`src/rtl/memctrl_bus_pkg.sv`:
```
// Shared definitions for the memory/IO bus controller: port offsets,
// STATUS bit positions, PS/2 codes and the port decoder.
package memctrl_bus_pkg;

    // Port offsets relative to IO_BASE
    localparam logic [15:0] OFF_BANK   = 16'h0000;
    localparam logic [15:0] OFF_KEYB   = 16'h0001;
    localparam logic [15:0] OFF_STATUS = 16'h0002;
    localparam logic [15:0] OFF_KCTRL  = 16'h0003;
    localparam logic [15:0] OFF_CURSX  = 16'h000C;
    localparam logic [15:0] OFF_CURSY  = 16'h000D;
    localparam logic [15:0] OFF_VIDEO  = 16'h0018;

    // STATUS register layout: {full, overflow, empty, 0, count[3:0]}
    localparam int ST_FULL  = 7;
    localparam int ST_OVF   = 6;
    localparam int ST_EMPTY = 5;

    // KCTRL command bits
    localparam int KCTRL_FLUSH   = 0;
    localparam int KCTRL_CLR_OVF = 1;

    // PS/2 set-2 scancodes of interest
    localparam logic [7:0] PS2_RELEASE = 8'hF0;
    localparam logic [7:0] PS2_LSHIFT  = 8'h12;
    localparam logic [7:0] PS2_RSHIFT  = 8'h59;

    typedef enum logic [2:0] {
        PORT_NONE,
        PORT_BANK,
        PORT_KEYB,
        PORT_STATUS,
        PORT_KCTRL,
        PORT_CURSX,
        PORT_CURSY,
        PORT_VIDEO
    } port_e;

    // Map an offset from IO_BASE to the register it selects
    function automatic port_e decode_port(input logic [15:0] off);
        case (off)
            OFF_BANK:   return PORT_BANK;
            OFF_KEYB:   return PORT_KEYB;
            OFF_STATUS: return PORT_STATUS;
            OFF_KCTRL:  return PORT_KCTRL;
            OFF_CURSX:  return PORT_CURSX;
            OFF_CURSY:  return PORT_CURSY;
            OFF_VIDEO:  return PORT_VIDEO;
            default:    return PORT_NONE;
        endcase
    endfunction

    // STATUS only has a 4-bit count field; a 16-deep FIFO saturates at 15
    function automatic logic [3:0] sat_count(input logic [4:0] c);
        return (c > 5'd15) ? 4'd15 : c[3:0];
    endfunction

endpackage

```
`src/rtl/memctrl_bus_fifo.sv`:
```
// Keyboard byte FIFO: power-of-two depth, wrapping pointers, occupancy
// count one bit wider than the pointers. Flush beats a same-cycle push.
module kbd_fifo #(
    parameter int DEPTH = 8
) (
    input  logic                     clock,
    input  logic                     reset,
    input  logic                     push,
    input  logic                     pop,
    input  logic                     flush,
    input  logic [7:0]               wdata,
    output logic [7:0]               head,
    output logic [$clog2(DEPTH):0]   count,
    output logic                     full,
    output logic                     empty
);
    localparam int AW = $clog2(DEPTH);

    logic [7:0]    r_mem [DEPTH];
    logic [AW-1:0] r_wr;
    logic [AW-1:0] r_rd;
    logic [AW:0]   r_count;
    logic          w_pop;
    logic          w_push;

    assign full  = (r_count == (AW+1)'(DEPTH));
    assign empty = (r_count == '0);
    assign count = r_count;
    assign head  = r_mem[r_rd];

    // A pop on empty is ignored; a push on full only lands if a pop frees a slot
    assign w_pop  = pop && !empty && !flush;
    assign w_push = push && !flush && (!full || w_pop);

    // Byte storage
    // NOTE: storage carries no reset; valid data is defined by the pointers and count.
    always_ff @(posedge clock) begin
        if (w_push) r_mem[r_wr] <= wdata;
    end

    // Pointer and occupancy tracking
    // NOTE: sequential state uses non-blocking assignments so every flop samples pre-edge values.
    always_ff @(posedge clock or posedge reset) begin
        if (reset) begin
            r_wr    <= '0;
            r_rd    <= '0;
            r_count <= '0;
        end else if (flush) begin
            r_wr    <= '0;
            r_rd    <= '0;
            r_count <= '0;
        end else begin
            if (w_push) r_wr <= r_wr + 1'b1;
            if (w_pop)  r_rd <= r_rd + 1'b1;
            case ({w_push, w_pop})
                2'b10:   r_count <= r_count + 1'b1;
                2'b01:   r_count <= r_count - 1'b1;
                default: ;
            endcase
        end
    end

endmodule

```
`src/rtl/memctrl_bus.sv`:
```
// CPU bus controller: banked device window, SRAM pass-through, and a small
// port block holding bank/video registers and a PS/2 keyboard FIFO.
module memctrl_bus
    import memctrl_bus_pkg::*;
#(
    parameter logic [15:0] WIN_BASE = 16'hF000,
    parameter logic [15:0] IO_BASE  = 16'h0020,
    parameter int          NDEV     = 2,
    parameter int          KDEPTH   = 8
) (
    input  logic              clock,
    input  logic              reset,
    input  logic [15:0]       address,
    input  logic              wren,
    input  logic              rden,
    input  logic [7:0]        data_o,
    output logic [7:0]        data_i,
    input  logic [7:0]        data_o_sram,
    output logic              data_w_sram,
    input  logic [8*NDEV-1:0] dev_rdata,
    output logic [NDEV-1:0]   dev_we,
    output logic [7:0]        bank,
    output logic [7:0]        cursor_x,
    output logic [7:0]        cursor_y,
    output logic [7:0]        videomode,
    input  logic [7:0]        ps2_data,
    input  logic              ps2_hit,
    input  logic [6:0]        kb_ascii,
    output logic              kb_shift
);
    localparam int CW = $clog2(KDEPTH) + 1;

    logic [7:0]    r_bank, r_cursx, r_cursy, r_video;
    logic          r_release, r_kb_shift, r_ovf;

    logic          w_in_win;
    logic [3:0]    w_sel;
    logic [15:0]   w_off;
    port_e         w_port;
    logic          w_kctrl_wr, w_flush, w_pop, w_kb_push, w_ovf_set;
    logic [7:0]    w_head, w_status;
    logic [CW-1:0] w_count;
    logic          w_full, w_empty;

    assign w_in_win = (address >= WIN_BASE);
    assign w_sel    = r_bank[7:4];
    assign w_off    = address - IO_BASE;
    assign w_port   = (!w_in_win && address >= IO_BASE) ? decode_port(w_off) : PORT_NONE;

    // Port addresses never reach SRAM, even the read-only ones
    assign data_w_sram = wren && !w_in_win && (w_port == PORT_NONE);

    assign w_kctrl_wr = wren && (w_port == PORT_KCTRL);
    assign w_flush    = w_kctrl_wr && data_o[KCTRL_FLUSH];
    assign w_pop      = rden && (w_port == PORT_KEYB);
    assign w_kb_push  = ps2_hit && (ps2_data != PS2_RELEASE);
    // Full implies non-empty, so a requested pop always frees the slot
    assign w_ovf_set  = w_kb_push && w_full && !w_pop && !w_flush;

    kbd_fifo #(.DEPTH(KDEPTH)) u_fifo (
        .clock (clock),
        .reset (reset),
        .push  (w_kb_push),
        .pop   (w_pop),
        .flush (w_flush),
        .wdata ({r_release, kb_ascii}),
        .head  (w_head),
        .count (w_count),
        .full  (w_full),
        .empty (w_empty)
    );

    // Assemble STATUS from the FIFO flags and sticky overflow
    // NOTE: every always_comb output gets a default first so no path can infer a latch.
    always_comb begin
        w_status           = '0;
        w_status[ST_FULL]  = w_full;
        w_status[ST_OVF]   = r_ovf;
        w_status[ST_EMPTY] = w_empty;
        w_status[3:0]      = sat_count(5'(w_count));
    end

    // Per-device write enables inside the banked window
    always_comb begin
        dev_we = '0;
        for (int i = 0; i < NDEV; i++) begin
            if (w_in_win && int'(w_sel) == i + 1) dev_we[i] = wren;
        end
    end

    // CPU read data mux: window, port registers, else SRAM
    always_comb begin
        data_i = data_o_sram;
        if (w_in_win) begin
            data_i = 8'hFF;
            for (int i = 0; i < NDEV; i++) begin
                if (int'(w_sel) == i + 1) data_i = dev_rdata[i*8 +: 8];
            end
        end else begin
            case (w_port)
                PORT_BANK:   data_i = r_bank;
                PORT_KEYB:   data_i = w_empty ? 8'h00 : w_head;
                PORT_STATUS: data_i = w_status;
                PORT_CURSX:  data_i = r_cursx;
                PORT_CURSY:  data_i = r_cursy;
                PORT_VIDEO:  data_i = r_video;
                default:     ;
            endcase
        end
    end

    // Writable port registers
    always_ff @(posedge clock or posedge reset) begin
        if (reset) begin
            r_bank  <= '0;
            r_cursx <= '0;
            r_cursy <= '0;
            r_video <= '0;
        end else if (wren) begin
            case (w_port)
                PORT_BANK:  r_bank  <= data_o;
                PORT_CURSX: r_cursx <= data_o;
                PORT_CURSY: r_cursy <= data_o;
                PORT_VIDEO: r_video <= data_o;
                default:    ;
            endcase
        end
    end

    // PS/2 release-prefix tracking and shift state
    always_ff @(posedge clock or posedge reset) begin
        if (reset) begin
            r_release  <= 1'b0;
            r_kb_shift <= 1'b0;
        end else if (ps2_hit) begin
            if (ps2_data == PS2_RELEASE) begin
                r_release <= 1'b1;
            end else begin
                r_release <= 1'b0;
                if (ps2_data == PS2_LSHIFT || ps2_data == PS2_RSHIFT) r_kb_shift <= ~r_release;
            end
        end
    end

    // Sticky overflow: a dropped byte wins over a same-cycle clear
    always_ff @(posedge clock or posedge reset) begin
        if (reset)                                   r_ovf <= 1'b0;
        else if (w_ovf_set)                          r_ovf <= 1'b1;
        else if (w_kctrl_wr && data_o[KCTRL_CLR_OVF]) r_ovf <= 1'b0;
    end

    assign bank      = r_bank;
    assign cursor_x  = r_cursx;
    assign cursor_y  = r_cursy;
    assign videomode = r_video;
    assign kb_shift  = r_kb_shift;

endmodule

```
`config.mk`:
```
export PLATFORM = sky130hd
export DESIGN_NAME = memctrl_bus
export DESIGN_NICKNAME = d
export VERILOG_FILES = /design/src/rtl/memctrl_bus_pkg.sv /design/src/rtl/memctrl_bus_fifo.sv /design/src/rtl/memctrl_bus.sv
export SDC_FILE = /design/constraint.sdc
export NUM_CORES = 1
export LEC_CHECK = 0
export ABC_AREA = 1
export CAP_MARGIN = 20
export CORE_UTILIZATION = 41
export DETAILED_ROUTE_END_ITERATION = 12
export GPL_TIMING_DRIVEN = 0
export HOLD_SLACK_MARGIN = 0.15
export PLACE_DENSITY_LB_ADDON = 0.12
export SLEW_MARGIN = 10
export SYNTH_ARGS = -nofsm -noshare
export SYNTH_HDL_FRONTEND = slang
export SYNTH_SLANG_ARGS = --single-unit
```
`constraint.sdc`:
```
create_clock -name clock -period 6.5 [get_ports clock]
set_clock_uncertainty 0.1 [all_clocks]
set_input_delay 1.95 -clock clock [delete_from_list [all_inputs] [get_ports clock]]
set_output_delay 1.95 -clock clock [all_outputs]
set_load 0.005 [all_outputs]
```
==> results.md <==
- Async SR Flop Fraction: 41.3%
- Initial antenna violation count: 0
- Clock power share: 32.7%
- RSZ-0062 raised after global routing: true
- Core area: 13,300 um2
- Total die area: 14,200 um2
- Worst vdd ir: 0.118 mV
- Fin Setup TNS: 0 ps
- Area delta synth->final: 33.9%
- Multi-input logic area: about 2400 um2
- Post-synth top area share: 34.3%
- Tightest Pin Transition: a little under 900 ps
- Pwr/cell area: about 230 nW/um2
- Slew Viols, Final: 0
- H-tree depth: 3
- Final setup fails: 0
- Nets@finish: 860
- P_int: 0.00123 W
- HP Class: flip-flop to flip-flop
- First DRT Iteration DRCs: about 390
- Syn_nets: 721
- Kind of critical path: primary input to output pin
- Placed cell area: roughly 7000 um2
- Clk pin slew, worst setup/hold paths: 70 ps
- Fraction of the cycle the final worst path needs: between 90% and 100%
- Gate count of the mapped netlist: 647
- Total global-route track usage: 23.0%
- Initial Utilization: 42.2%
- Final ANT Viol Nets: 0
- Finished layout cell area: around 7500 um2
- Post-synthesis sequential area ratio: 54.3%
- Seq. cell area: between 3000 and 4000 um2
- Switching Power: 0.000471 W
- Leading area contributor after synthesis: edfxtp_1
- Drt total wl: 16,000 um
- DRC: 0
- Crit start category: primary input
- Die height: 119 um
- Top cells by area, synth: edfxtp_1, dfrtp_1, nand2_1
- Sequential power share: 50.9%
- TritonCTS Sinks: ~110
- IO Port Bufs: 110
- Yosys warning count: 0
- Hold Vio Cnt, Final: 0
- Mapped Area: 5610 um2
- Total grt overflow: 0
- Max Freq: approximately 0.15 GHz
- Worst path required time: 4450 ps
- Tmin final: ~6500 ps
- Worst Hold Slack: 398 ps
- Worst-Skew Late Latency: 350 ps
- Fraction of layout cells with a size suffix above 1: about an eighth
- Dpl hpwl: between 10,000 and 15,000 um
- Leak pwr: 3.09 nW
- Vias post-DR: 5,051
- Post-synth EDFFs: 64
- Total placed cells including tap cells: just over 900
- # fillers: 1,204
- Data arrival, critical path: ~4400 ps
- Post-Syn Area per Cell: slightly below 9 um2
- Post-synth top flop: edfxtp_1
- Crit Path Max Fanout: 8
- CTS max path bufs: 2
- CP endpoint kind: output pin
- Finished Core Util: 56.5%
- Vias in the first global route: 4,962
- TritonCTS clock tree: done
- Gate power share: 16.4%
- Synth cell types: 36
- Diode count: 0
- Largest net degree at the start of global routing: 31
- # rows: 42
- Num CTS Buffers: 9
- Root Driver: clkbuf_16
- CTS hold repair buffers: 0
- Switching share of power: between 20% and 30%
- Maxcap violations: 0
- DR vias/cell: 5.23
- Status: completed
- Reg2Reg Setup Slack: 3740 ps
- Slew margin rel.: 41.0%
- Non-filler instance count after layout: 966
- WL/cell: 16.6 um
- Router iterations before antenna repair: 5
- Placer Congestion: 0.886
- Die width: 119 um
- Seq cells post-synth: 109
- First-pass GRT wire length: 25,000 um
- Top Ports: 112
## what timing repair did
item                                   CTS  global route
gates resized for setup                 18            21
buffers inserted                        11             4
setup endpoints to repair               10             8
gates cloned                             2             0
pin swaps                                6             9
endpoints found under the hold margin    0             0
## registers in the layout (all words and copies together), names as in the netlist
register      flops
r_release         1
cursor_y          8
u_fifo.r_rd       3
u_fifo.r_mem     64
u_fifo.r_wr       3
u_fifo.count      4
cursor_x          8
bank              8
videomode         8
kb_shift          1
r_ovf             1
## final timing paths
check,startpoint,to,cells after the start
max,address[6],data_i[4],16
min,kb_shift,kb_shift,2
max reg2reg,u_fifo.count[0],u_fifo.r_mem[2][7],8
min reg2reg,kb_shift,kb_shift,2
max in group asynchronous,reset,videomode[1],3
min in group asynchronous,reset,r_release,2
## layout by cell type, fill, tap and decap left out, types with 2 or more instances in the layout
cell type          n
buf_6              6
o21ai_1            5
a21oi_1            5
buf_2              2
nor3_4             2
nand4_1           11
clkdlybuf4s50_1  106
nor2_1            87
clkinv_1           3
inv_8              3
nor3_1             5
inv_2              8
dlygate4sd2_1      3
nor2_2             6
nand2_1          159
inv_1             44
nand2_2           14
o21ai_0           83
edfxtp_1          64
clkbuf_16          9
buf_4             12
nor4_1             3
o221ai_1           8
clkbuf_1           9
dfrtp_1           45
nor2_4             7
nand3_1           40
o21ai_2            2
nand3_2            9
nand4_2            2
o211ai_1           4
ha_1               4
xor2_1             3
## synthesized netlist by cell type (2+ instances only)
cell,n
a21oi_1,5
buf_2,2
buf_6,4
clkbuf_1,9
clkinv_1,2
dfrtp_1,45
edfxtp_1,64
ha_1,5
inv_1,46
inv_2,7
nand2_1,164
nand2_2,10
nand3_1,47
nand3_2,2
nand4_1,11
nand4_2,2
nor2_1,89
nor2_2,5
nor2_4,4
nor3_1,6
nor4_1,3
o211ai_1,4
o21ai_0,83
o21ai_1,7
o221ai_1,8
xor2_1,3
## through the flow
stage | setup slack [ps] | total power, W
2_1_floorplan | 1080 | 0.00103
3_3_place_gp | -199 | 0.00114
3_5_place_dp | -258 | 0.00115
4_1_cts | -1.21 | 0.00171
5_1_grt | -122 | 0.00178
6_report | 42.4 | 0.00170
## final cells by class
type	count	share of cell area [%]
Multi-Input combinational cell	468	31.8
Tap cell	176	2.93
Sequential cell	109	40.6
Buffer	16	1.28
Inverter	56	2.93
Timing Repair Buffer	126	16.6
Clock buffer	9	3.00
Clock inverter	6	0.933
## cell families (layout without fill, tap and decap cells)
family | after synthesis | in the layout | synth area share, %
adder cells (fa/ha/maj) | 6 | 6 | 1.47
flip-flops | 109 | 109 | 54.3
AO/OA/AOI/OAI | 109 | 109 | 10.5
AND/OR/NAND/NOR | 348 | 350 | 27.7
buffers and inverters | 72 | 213 | 5.44
XOR/XNOR | 3 | 3 | 0.469
## layer usage
| layer | GRT usage [%] | part of all wire (%) |
|---|---|---|
| met5 | 0 | 0 |
| met4 | 7.52 | 2.0 |
| met3 | 5.12 | 5.3 |
| met2 | 36.7 | 48 |
| met1 | 31.0 | 45 |
## power groups by stage
stage | combinational, W | sequential (W) | clock, W
2_1_floorplan | 0.000164 | 0.000862 | 0
3_3_place_gp | 0.000264 | 0.000874 | 0
3_5_place_dp | 0.000273 | 0.000877 | 0
4_1_cts | 0.000279 | 0.000863 | 0.000567
5_1_grt | 0.000318 | 0.000871 | 0.000589
6_report | 0.000279 | 0.000864 | 0.000556
## critical path: stages
cell	delay [ps]
clkdlybuf4s50_1	480
inv_1	70
ha_4	280
inv_1	40
a21oi_1	110
nand4_1	180
nor3_4	160
buf_6	160
nand2_2	70
o21ai_2	90
nor2_4	90
nand3_1	100
nand2_1	50
nand2_1	50
nand2_1	60
clkdlybuf4s50_1	450
Note: power is estimated with default switching activity, not from simulation.
